==> src/rtl/adc_spi_sampler.sv <==
// adc_spi_sampler: runs the 16-bit SPI read frame of an external 12-bit serial ADC
// (4 leading zeros, then 12 data bits MSB first) on each single-cycle sample request and
// returns the result as a one-cycle adc_valid_o strobe alongside adc_data_o.
//
// Ports:
//   clk           system clock
//   rst_n         asynchronous active-low reset
//   sample_req_i  single-cycle conversion request (accepted only when idle)
//   adc_sdo_i     serial data from the ADC, captured on the SCLK 0->1 edge
//   adc_cs_n_o    ADC chip select, active low
//   adc_sclk_o    SPI clock, idles high
//   adc_data_o    last good conversion result
//   adc_valid_o   one-cycle strobe, adc_data_o is new
//   busy_o        high whenever the FSM is not idle
//   frame_err_o   one-cycle strobe, a leading frame bit was nonzero
//   overrun_o     one-cycle strobe, a request arrived while busy and was dropped
module adc_spi_sampler #(
    parameter int unsigned CLK_DIV      = 4,  // SCLK half-period in clk cycles, >= 2
    parameter int unsigned QUIET_CYCLES = 8   // minimum CS_n-high time after a frame, >= 1
) (
    input  logic        clk,
    input  logic        rst_n,
    input  logic        sample_req_i,
    input  logic        adc_sdo_i,
    output logic        adc_cs_n_o,
    output logic        adc_sclk_o,
    output logic [11:0] adc_data_o,
    output logic        adc_valid_o,
    output logic        busy_o,
    output logic        frame_err_o,
    output logic        overrun_o
);

    localparam int unsigned MaxCnt = (CLK_DIV > QUIET_CYCLES) ? CLK_DIV : QUIET_CYCLES;
    localparam int unsigned CntW   = $clog2(MaxCnt + 1);

    localparam logic [CntW-1:0] DivLast   = CntW'(CLK_DIV - 1);
    localparam logic [CntW-1:0] QuietLast = CntW'(QUIET_CYCLES - 1);
    localparam logic [CntW-1:0] CntOne    = CntW'(1);

    typedef enum logic [1:0] {
        StIdle,
        StSetup,
        StShift,
        StQuiet
    } state_e;

    state_e          state_q;
    logic [CntW-1:0] cnt_q;      // phase counter shared by SETUP, SHIFT half-periods and QUIET
    logic [3:0]      bit_cnt_q;  // index of the current bit period within the frame
    logic [15:0]     shift_q;
    logic            cs_n_q;
    logic            sclk_q;
    logic [11:0]     data_q;
    logic            valid_q;
    logic            err_q;
    logic            ovr_q;
    logic            busy_q;

    always_ff @(posedge clk or negedge rst_n) begin
        if (!rst_n) begin
            state_q   <= StIdle;
            cnt_q     <= '0;
            bit_cnt_q <= '0;
            shift_q   <= '0;
            cs_n_q    <= 1'b1;
            sclk_q    <= 1'b1;
            data_q    <= '0;
            valid_q   <= 1'b0;
            err_q     <= 1'b0;
            ovr_q     <= 1'b0;
            busy_q    <= 1'b0;
        end else begin
            valid_q <= 1'b0;
            err_q   <= 1'b0;
            // Requests are never queued: anything outside IDLE is reported and dropped.
            ovr_q   <= sample_req_i && (state_q != StIdle);

            unique case (state_q)
                StIdle: begin
                    if (sample_req_i) begin
                        state_q <= StSetup;
                        cs_n_q  <= 1'b0;
                        busy_q  <= 1'b1;
                        cnt_q   <= '0;
                    end
                end

                StSetup: begin
                    if (cnt_q == DivLast) begin
                        state_q   <= StShift;
                        sclk_q    <= 1'b0;
                        cnt_q     <= '0;
                        bit_cnt_q <= '0;
                    end else begin
                        cnt_q <= cnt_q + CntOne;
                    end
                end

                StShift: begin
                    if (cnt_q == DivLast) begin
                        cnt_q <= '0;
                        if (!sclk_q) begin
                            // End of low phase: SCLK rises on this edge, sample SDO here.
                            sclk_q  <= 1'b1;
                            shift_q <= {shift_q[14:0], adc_sdo_i};
                        end else if (bit_cnt_q == 4'd15) begin
                            // End of the 16th high phase closes the frame.
                            state_q   <= StQuiet;
                            cs_n_q    <= 1'b1;
                            bit_cnt_q <= '0;
                            if (shift_q[15:12] == 4'd0) begin
                                data_q  <= shift_q[11:0];
                                valid_q <= 1'b1;
                            end else begin
                                err_q <= 1'b1;
                            end
                        end else begin
                            sclk_q    <= 1'b0;
                            bit_cnt_q <= bit_cnt_q + 4'd1;
                        end
                    end else begin
                        cnt_q <= cnt_q + CntOne;
                    end
                end

                StQuiet: begin
                    if (cnt_q == QuietLast) begin
                        state_q <= StIdle;
                        busy_q  <= 1'b0;
                        cnt_q   <= '0;
                    end else begin
                        cnt_q <= cnt_q + CntOne;
                    end
                end

                default: begin
                    state_q <= StIdle;
                end
            endcase
        end
    end

    assign adc_cs_n_o  = cs_n_q;
    assign adc_sclk_o  = sclk_q;
    assign adc_data_o  = data_q;
    assign adc_valid_o = valid_q;
    assign busy_o      = busy_q;
    assign frame_err_o = err_q;
    assign overrun_o   = ovr_q;

endmodule

==> config.mk <==
export PLATFORM = sky130hd
export DESIGN_NAME = adc_spi_sampler
export DESIGN_NICKNAME = d
export VERILOG_FILES = /design/src/rtl/adc_spi_sampler.sv
export SDC_FILE = /design/constraint.sdc
export NUM_CORES = 1
export LEC_CHECK = 0
export ABC_CLOCK_PERIOD_IN_PS = 6500
export CAP_MARGIN = 20
export CORE_AREA = 8 8 95 89
export CTS_BUF_LIST = sky130_fd_sc_hd__clkbuf_16
export CTS_CLUSTER_SIZE = 25
export DETAILED_ROUTE_END_ITERATION = 10
export DIE_AREA = 0 0 103 97
export SLEW_MARGIN = 20
export SYNTH_ARGS = -nofsm -noshare
export SYNTH_HDL_FRONTEND = slang
export SYNTH_SLANG_ARGS = --single-unit
export TNS_END_PERCENT = 20
==> constraint.sdc <==
create_clock -name clk -period 6.5 [get_ports clk]
set_clock_uncertainty 0.15 [all_clocks]
set_input_delay 1.625 -clock clk [delete_from_list [all_inputs] [get_ports clk]]
set_output_delay 1.625 -clock clk [all_outputs]
set_load 0.01 [all_outputs]
Yosys cells after proc, flatten, opt, wreduce, memory -nomap -nowiden --
Cells that the tools add are included.
Cells by class: bitwise operators 1, shift operators 0, reduce and logical (&&, ||, !) cells 15, multipliers 0, add/sub/neg operators 2, div/mod/pow operators 0, mux-type cells 39, $lt $le $gt $ge 0, eq/ne operators 12
Operators with widths (count):
- 2-to-1 mux 4 bit | 7
- 2-to-1 mux 1 bit | 20
- 2-to-1 mux 2 bit | 6
- != test 2 bit (second input constant) | 6
- case mux 4 bit (3 select lines) | 1
- AND reduction 5 bit | 2
- AND reduction 3 bit | 3
- adder 4 x 1 -> 4 bit (second input constant) | 2
- case mux 2 bit (4 select lines) | 1
- case mux 4 bit (2 select lines) | 1
- nonzero test 2 bit | 4
- case mux 1 bit (2 select lines) | 3
- AND reduction 6 bit | 1
- == test 2 bit (second input constant) | 2
- == test 4 x 2 -> 1 bit (second input constant) | 1
- == test 4 x 3 -> 1 bit (second input constant) | 1
- == test 4 bit (second input constant) | 1
- logical NOT 4 bit | 1
- AND reduction 4 bit | 1
- == test 2 x 1 -> 1 bit (second input constant) | 1
- logical NOT 2 bit | 1
- OR reduction 2 bit | 1
- logical AND 1 bit | 1
- NOT 1 bit | 1
Storage, ports and cells: bits in latches 0, register bits 44, memory bits (read-only) 0, memories kept 0, RAM bits 0, output and inout port bits 18

Depth between registers and ports, before layout --
depth after elaboration 6, depth in mapped cells 7, depth with buffers taken out 6

Worst setup path after synthesis --
No wires, ideal clock.
path kind in2reg, from input port sample_req_i, to register state_q[1], data arrival time 2316 ps, required time 6225 ps, slack 3910 ps, cell stages on the path 4, buffers on the path 0, cells stage by stage nor2b_1 > a21oi_1 > nand3_1 > mux2_2
On the way: word-level cells in the longest chain between the ends 2
Ends and longest elaborated chain:
- start, declared | RTL line 23 | input logic sample_req_i,
- != test 2 bit (no line)
- AND reduction 6 bit (no line)
- end signal, assigned | RTL line 62 | state_q <= StIdle;
- end signal, assigned | RTL line 82 | state_q <= StSetup;
- end signal, assigned | RTL line 91 | state_q <= StShift;
- end, declared | RTL line 48 | state_e state_q;
Every way passes these cells. A chain may end at the register's enable or synchronous reset.

Final worst setup path --
from register sclk_q (netlist: adc_sclk_o), to output port adc_sclk_o
RTL lines:
- start, declared | RTL line 53 | logic sclk_q;
- start signal, assigned | RTL line 67 | sclk_q <= 1'b1;
- start signal, assigned | RTL line 92 | sclk_q <= 1'b0;
- start signal, assigned | RTL line 105 | sclk_q <= 1'b1;
- end, declared | RTL line 26 | output logic adc_sclk_o,
No word-level cell between the ends.

==> impl_results.md <==
* Area leader, netlist: dfrtp_1
* Diodes inserted at 0
* CP Max Fanout at 7
* Top-count cell post-synth: dfrtp_1
* Non-Filler Cell Area, Final at about 2400 sq um
* Vias at 1192
* Final slew viol count at 0
* Cell count after synthesis at 151
* Placed Instance Area at 2260 sq um
* Fillers at 706
* Ys async rst share at 100%
* WL/cell at approximately 13 um
* Final worst path period share at 49.0%
* Port buffer count at 21
* Net Count, Synth at 162
* Setup crit start kind: flop
* Resized Gates After CTS at 0
* Final setup viols at 0
* Final worst path period need at about 3.2 ns
* Final Hold Viols at 0
* Post-DP HPWL at 2360 um
* Post-synth EDFFs at 0
* Buffer depth of the longest clock path at 2
* Routability cong. at 0.741
* Pwr Density at 233 nW/um^2
* VDD IR max at between 100 and 150 uV
* Clock transition at path regs at 0.06 ns
* Overflow after GRT at 0
* Top-Level Pins at 22
* CP Buf/Inv Count at 1
* Netlist cell types at 33
* Nets at roughly 190
* Post-CTS Setup Bufs at 0
* Crit-path cells: clkdlybuf4s50_1
* Synth Warn # at 0
* Sequential element share of the synthesized area at 55.5%
* Clock latency on the worst-skew pair at 0.28 ns
* CP Data Required Time at around 4.7 ns
* Slowest cell on the critical path: dfstp_2
* Gr usage total at 7.32%
* 1st-pass router iterations at 4
* Worst path max stage delay at 0.58 ns
* Synthesis-stage register bit count at 44
* Post-route antenna net violation count at 0
* Slew HR at 43.2%
* Leak at 1.17 nW
* First-pass GRT wire length at 5800 um
* Sink Count at 44
* Top post-synthesis cells by area: dfrtp_1 (53%), mux2_2 (11%), mux2_4 (7.5%), ha_1 (4.4%), o21ai_0 (3.3%)
* Fmax at about 310 MHz
* Status: finished clean
* HP Class: reg2reg
* Final wirelength at between 3000 and 4000 um
* Max-Cap Viols at 0
* Core ar. at 6820 sq um
* Main synth FF type: dfrtp_1
* Setup TNS at 0 ns
* Avg Cell Area, Syn at 13.2 sq um
* Worst Path Arrival at 1.41 ns
* Setup repair after global routing missed its margin: no
* Worst slew pin tran at between 0.8 and 0.9 ns
* Die Y at 97 um
* DRC violations left at 0
* Drt initial violations at 26
* Top delay family on crit path: flip-flops
* TritonCTS Buffers at 5
* Routed vias/inst at 4.45
* Die area at 9990 sq um
* Site row count at 29
* Initial cell density of the core at 29.2%
* Fin util at 35.6%
* CTS tree: done
* Setup CP Type: reg2out
* Die Width at 103 um
* Crit end category: output pin
* Top cell type's share of synthesized area at 52.8%
* Register area at around 1100 sq um
* Commonest cells post-synth: dfrtp_1 (42), mux2_2 (19), o21ai_0 (13)
* Number of global-route vias before repair at 1219
* Synth Cell Area at around 2000 sq um
* Root buffer cell: clkbuf_16
* CTS Hold Bufs at 0
* Number of H-tree levels at 2
* Share of post-route cells with drive strength above 1 at about a quarter
* Largest net degree at the start of global routing at 45
* Initial antenna violation count at 0
* Multi-input logic area at 812 sq um
* Area delta synth->final at 21.9%
routing by layer:
layer	wire (um)	part of all wire, %	vias up	GRT usage [%]
met5	0	0	-	0
met4	19	0.56	0	2.34
met3	234	6.9	2	2.94
met2	1470	43	30	10.4
met1	1670	49	582	9.83
li1	-	-	578	-
cell usage in the layout, fill, tap and decap left out, drive strengths merged, types with 2 or more instances in the layout:
| master | netlist | final |
|---|---|---|
| mux2 | 29 | 29 |
| dfstp | 2 | 2 |
| nand3 | 4 | 4 |
| inv | 6 | 7 |
| nor2b | 4 | 4 |
| nand2 | 7 | 7 |
| clkdlybuf4s50 | 0 | 20 |
| nor4 | 2 | 2 |
| a22o | 2 | 2 |
| clkbuf | 1 | 5 |
| nand4 | 2 | 2 |
| o21ai | 13 | 13 |
| a21oi | 3 | 3 |
| mux2i | 4 | 4 |
| ha | 7 | 7 |
| dfrtp | 42 | 42 |
| nor3 | 2 | 2 |
| nor2 | 5 | 5 |
state kept, by name (all words and copies together), names as in the netlist:
name         flops
state_q          2
bit_cnt_q        4
cnt_q            4
adc_valid_o      1
busy_o           1
overrun_o        1
shift_q         16
adc_cs_n_o       1
adc_sclk_o       1
frame_err_o      1
adc_data_o      12
cells by family (layout without fill, tap and decap cells):
kind of cell,after synthesis,in the layout,share of synthesized area (%)
flops,44,44,55.5
mux,33,33,20.3
simple gates,32,32,8.68
compound gates,23,23,6.98
buf+inv,11,35,3.71
fa+ha+maj,7,7,4.40
xor+xnor,1,1,0.440
power by group:
group          total [mW]  switching [mW]  internal (mW)
combinational      0.0119         0.00659        0.00534
clock               0.276          0.0967          0.179
sequential          0.278         0.00191          0.277
path summary, 6_finish.rpt:
path / startpoint / end / slack (ns) / depth (start not counted)
min in group asynchronous: rst_n / bit_cnt_q[2] / 1.18 / 1
setup reg to reg: state_q[0] / shift_q[3] / 3.93 / 5
setup / recovery: adc_sclk_o / adc_sclk_o / 3.32 / 1
hold reg to reg: adc_data_o[11] / adc_data_o[11] / 0.36 / 1
hold / removal: adc_data_o[11] / adc_data_o[11] / 0.36 / 1
max in group asynchronous: rst_n / shift_q[11] / 4.62 / 1
per-stage QoR:
step                      cells  worst slack, ns  power [mW]  hold WS (ns)
after floorplan             151             3.91       0.287         0.326
after global placement      260             3.25       0.296         0.342
after detailed placement    260             3.22       0.296         0.342
after CTS                   268             3.30       0.576         0.357
after global routing        268             3.28       0.589         0.372
final                       268             3.32       0.566         0.355
final cells by class:
class                      instances  share of cell area [%]
clock buffer                       5                    5.16
clock inverter                     3                    1.60
inverter                           6                   0.928
multi-input combinational         96                    33.5
sequential                        44                    45.5
tap                               93                    4.80
timing repair buffer              21                    8.56
No activity file was read; power rests on OpenSTA's default activity.
==> RTL change 1 (same flow settings) <==
The output `overrun_o` loses its register stage (`ovr_q` becomes a continuous assignment).
--- a/src/rtl/adc_spi_sampler.sv
+++ b/src/rtl/adc_spi_sampler.sv
@@ -68,13 +68,11 @@
             data_q    <= '0;
             valid_q   <= 1'b0;
             err_q     <= 1'b0;
-            ovr_q     <= 1'b0;
             busy_q    <= 1'b0;
         end else begin
             valid_q <= 1'b0;
             err_q   <= 1'b0;
             // Requests are never queued: anything outside IDLE is reported and dropped.
-            ovr_q   <= sample_req_i && (state_q != StIdle);
 
             unique case (state_q)
                 StIdle: begin
@@ -141,6 +139,8 @@
         end
     end
 
+    assign ovr_q = sample_req_i && (state_q != StIdle);
+
     assign adc_cs_n_o  = cs_n_q;
     assign adc_sclk_o  = sclk_q;
     assign adc_data_o  = data_q;
Function: changed (Yosys sat finds a counterexample within 4 cycles, from zero or initial values and one cycle with rst_n low).
==> RTL change 1 against the unedited design <==
- worst hold slack worse by 0.0025 ns
- die area stayed put
- sequential cell count is 1 lower
- wire length hardly changed
- maximum frequency is 32% lower
- power is 5.7% higher
- core utilization stayed put
- synthesized cell count is 0.66% lower
- area after synthesis is 1.3% lower
- worst setup slack worse by 1.5 ns
- design area stayed put
- critical path type is now primary input to output pin
- highest routed layer unchanged
==> RTL change 1: results (changes against the unedited design) <==
[synthesis]
ys_top_cells_by_count = 41 x dfrtp_1, 19 x mux2_2, 13 x o21ai_0
syn_nets = 161  ; -0.62%
synthTopCellsByArea = dfrtp_1 52%, mux2_2 11%, mux2_4 7.6%, ha_1 4.5%, o21ai_0 3.3%
synthXorXnorAreaFrac = 0.00446  ; +0.0000561
synthAdderAreaFrac = 0.0446  ; +0.000561
muxShareOfSynthArea = 0.206  ; +0.00259
synth_compound_area_frac = 0.0707  ; +0.000889
synth.yosys.seq_area_share = 0.549  ; -0.00567

[finish]
drive_gt1_frac = 0.236  ; +0.00135
fin_nets = 184  ; -0.54%
seq_area_sq_mm = 0.00108  ; -2.3%
n_antenna_cell = 0  ; unchanged
largest_reg_flops = 16  ; unchanged
n_fill_cell = 683  ; -3.3%

[route]
vias = 1181  ; -0.92%
wl_per_cell_um = 12.7  ; +0.43%
initialDrtViolationCount = 35  ; +35%
first_pass_iters = 4  ; unchanged

[placed_design]
placement.io_buffers = 21  ; unchanged
gp_congestion = 0.735  ; -0.81%
hpwl_um = 2350  ; -0.30%

[power_and_ir_drop]
pg_clk_uw = 315  ; +14%
ir_drop_uv = 147  ; +12%
seqPwrFrac = 0.454  ; -0.038
switchingPower_uw = 105  ; -0.52%
leakage_uw = 0.00116  ; -0.12%

[min_path]
whs_path_depth = 1  ; unchanged
min_from = adc_data_o[11]

[global_route]
grt_pass1_wl_um = 5870  ; +1.1%
grt_usage = 0.0732  ; about the same
antenna_found_initial = 0  ; unchanged
grt_max_degree = 44  ; -2.2%

[worst_setup_path]
cp_max_fo = 4  ; -3
reg2regPathDepth = 6  ; +1
r2r_setup_slack_ns = 3.86  ; -0.07 ns
worstReg2RegEnd = adc_data_o[8]
timing.critical_path.arrival_ns = 2.90  ; +1.49 ns

[clocking]
h-tree-depth = 2  ; unchanged
cts_resized = 0  ; unchanged
clock_latency_ns = 0.27

[status]
outcome = complete, no violations

[run]
maxCapViolations = 0  ; unchanged

[timing]
maxSlewHeadroom = 0.421  ; -0.0109

RTL change 1: worst max-delay path, stage by stage:
cell and delay [ns]:
clkdlybuf4s50_1 0.55, nor2b_1 0.16, clkdlybuf4s50_1 0.56
RTL change 1: routing by layer:
metal,vias to the layer above,wire [um],track usage
met2,21,1490,0.104
met1,575,1700,0.0981
li1,583,-,-
met3,2,192,0.0294
met5,-,0,0
met4,0,24,0.0234
RTL change 1: how the worst max path moves through the flow:
stage | to | cells after the start | slack (ns) | startpoint
floorplan | overrun_o | 1 | 2.90 | sample_req_i
global placement | overrun_o | 3 | 1.87 | sample_req_i
detailed placement | overrun_o | 3 | 1.82 | sample_req_i
CTS | overrun_o | 3 | 1.82 | sample_req_i
global route | overrun_o | 3 | 1.78 | sample_req_i
finish | overrun_o | 3 | 1.83 | sample_req_i
RTL change 1: stage by stage:
| step | instances | total power (uW) | area, sq um | setup slack (ns) | hold slack (ns) |
|---|---|---|---|---|---|
| CTS | 267 | 609 | 2420 | 1.82 | 0.356 |
| global placement | 259 | 289 | 2230 | 1.87 | 0.341 |
| detailed placement | 259 | 289 | 2230 | 1.82 | 0.343 |
| global route | 267 | 620 | 2430 | 1.78 | 0.374 |
| finish | 267 | 599 | 2430 | 1.83 | 0.353 |
| floorplan | 150 | 280 | 1960 | 2.90 | 0.326 |
RTL change 1: kinds of logic after synthesis:
logic type / count (synthesis)
fa+ha+maj: 7
simple gates: 32
flops: 43
compound gates: 23
buf+inv: 11
xor+xnor: 1
mux: 33
RTL change 1: final cells by class:
type | instances | area share
clock buffer | 5 | 0.0516
multi-input combinational | 96 | 0.335
inverter | 6 | 0.00928
timing repair buffer | 21 | 0.0856
tap | 93 | 0.0480
clock inverter | 3 | 0.0263
sequential | 43 | 0.445
==> RTL change 2 (same settings) <==
Without the edit above. `CLK_DIV`: 4 -> 8.
--- a/src/rtl/adc_spi_sampler.sv
+++ b/src/rtl/adc_spi_sampler.sv
@@ -15,7 +15,7 @@
 //   frame_err_o   one-cycle strobe, a leading frame bit was nonzero
 //   overrun_o     one-cycle strobe, a request arrived while busy and was dropped
 module adc_spi_sampler #(
-    parameter int unsigned CLK_DIV      = 4,  // SCLK half-period in clk cycles, >= 2
+    parameter int unsigned CLK_DIV      = 8,  // SCLK half-period in clk cycles, >= 2
     parameter int unsigned QUIET_CYCLES = 8   // minimum CS_n-high time after a frame, >= 1
 ) (
     input  logic        clk,
Function: changed (a bounded check fails within 10 cycles, from zero or initial values and one cycle with rst_n low).
==> RTL change 2 against the unedited design <==
- first-iteration DRC count up 130%
- design area up 0.36%
- wire length up 1.3%
- via count down 2.0%
- worst setup slack worse by 0.031 ns
- worst hold slack worse by 0.013 ns
- synthesized cell count down 3.3%
- power up 1.5%
- area after synthesis down 0.75%
- sequential cell count unchanged
- register-to-register slack better by 0.26 ns
- die area unchanged
==> RTL change 2: results (changes against the unedited design) <==
[finish]
drive_gt1_frac = 0.262  ; +0.0273
clk_share = 0.0704  ; +0.00284
multi_input_cells = 93  ; -3.1%
fin_nets = 182  ; -1.6%
nonClkBufAreaFrac = 0.0853  ; -0.000308
multi_input_area_share = 0.334  ; -0.000690
n_fill_cell = 689  ; -2.4%

[synthesis]
syn_nets = 157  ; -3.1%
muxShareOfSynthArea = 0.188  ; -0.0156
synthAdderAreaFrac = 0.0444  ; +0.000335
synth.yosys.seq_area_share = 0.559  ; +0.00422
synthTopCellsByArea = dfrtp_1 53%, mux2_2 11%, mux2_4 6.8%, ha_1 4.4%, o21ai_0 2.8%
syn_area_sq_mm = 0.00197  ; -0.75%
yosysWarnings = 0  ; unchanged
ys_top_cells_by_count = 42 x dfrtp_1, 20 x mux2_2, 11 x o21ai_0
ys_types = 34  ; +3.0%
synth_compound_area_frac = 0.0817  ; +0.0119
synthXorXnorAreaFrac = 0  ; -0.00440

[clocking]
cts_resized = 0  ; unchanged
holdBufCountCts = 0  ; unchanged
cts.sinks = 44  ; unchanged
numCtsBuffers = 5  ; unchanged

[route]
drc = 0  ; unchanged
wl_met3_um = 199  ; -15%
wl_met2_um = 1510  ; +2.4%
top_layer = met4
drt-met1-wl_um = 1690  ; +1.3%
initialDrtViolationCount = 59  ; +130%
vias_per_cell = 4.41  ; -0.90%
wl_per_cell_um = 13.0  ; +2.4%

[worst_setup_path]
timing.critical_path.arrival_ns = 1.44  ; +0.03 ns
crit_path_max_incr_delay_ns = 0.60  ; +0.02 ns
r2r_setup_slack_ns = 4.19  ; +0.26 ns
cp_max_fo = 6  ; -1

[global_route]
grt_pass1_wl_um = 5850  ; +0.84%
grt.met2_usage = 0.104  ; +0.000496
use_met3 = 0.0301  ; +0.000716
antenna_found_initial = 0  ; unchanged
grt_pass1_vias = 1153  ; -5.4%
grt_usage = 0.0746  ; +0.00138
use_met1 = 0.101  ; +0.00311

[timing]
worst_pin_slew_ns = 0.727  ; -0.125 ns

[power_and_ir_drop]
leakage_uw = 0.00111  ; -4.9%
pg_clk_uw = 291  ; +5%
switchingPower_uw = 115  ; +8.8%
ir_drop_uv = 101  ; -24%
sw_frac_of_total = 0.199  ; +0.0134

[status]
outcome = complete, no violations

[placed_design]
placedInstanceArea_sq_mm = 0.00226  ; about the same
hpwl_um = 2370  ; +0.76%
gp_congestion = 0.771  ; +4.1%

## RTL change 2: per-stage QoR
| step | utilization | hold WS [ns] | worst slack, ns | cells |
|---|---|---|---|---|
| after floorplan | - | 0.311 | 4.01 | 146 |
| after global placement | 0.331 | 0.332 | 3.46 | 257 |
| after detailed placement | 0.331 | 0.336 | 3.43 | 257 |
| after CTS | 0.357 | 0.345 | 3.27 | 265 |
| after global routing | 0.357 | 0.373 | 3.23 | 265 |
| final | 0.357 | 0.342 | 3.29 | 265 |
## RTL change 2: path summary, 6_finish.rpt
| check | startpoint | endpoint |
|---|---|---|
| max in group asynchronous | rst_n | adc_cs_n_o |
| hold reg to reg | bit_cnt_q[3] | bit_cnt_q[3] |
| hold / removal | bit_cnt_q[3] | bit_cnt_q[3] |
| setup reg to reg | state_q[0] | shift_q[15] |
| setup / recovery | adc_sclk_o | adc_sclk_o |
| min in group asynchronous | rst_n | bit_cnt_q[3] |
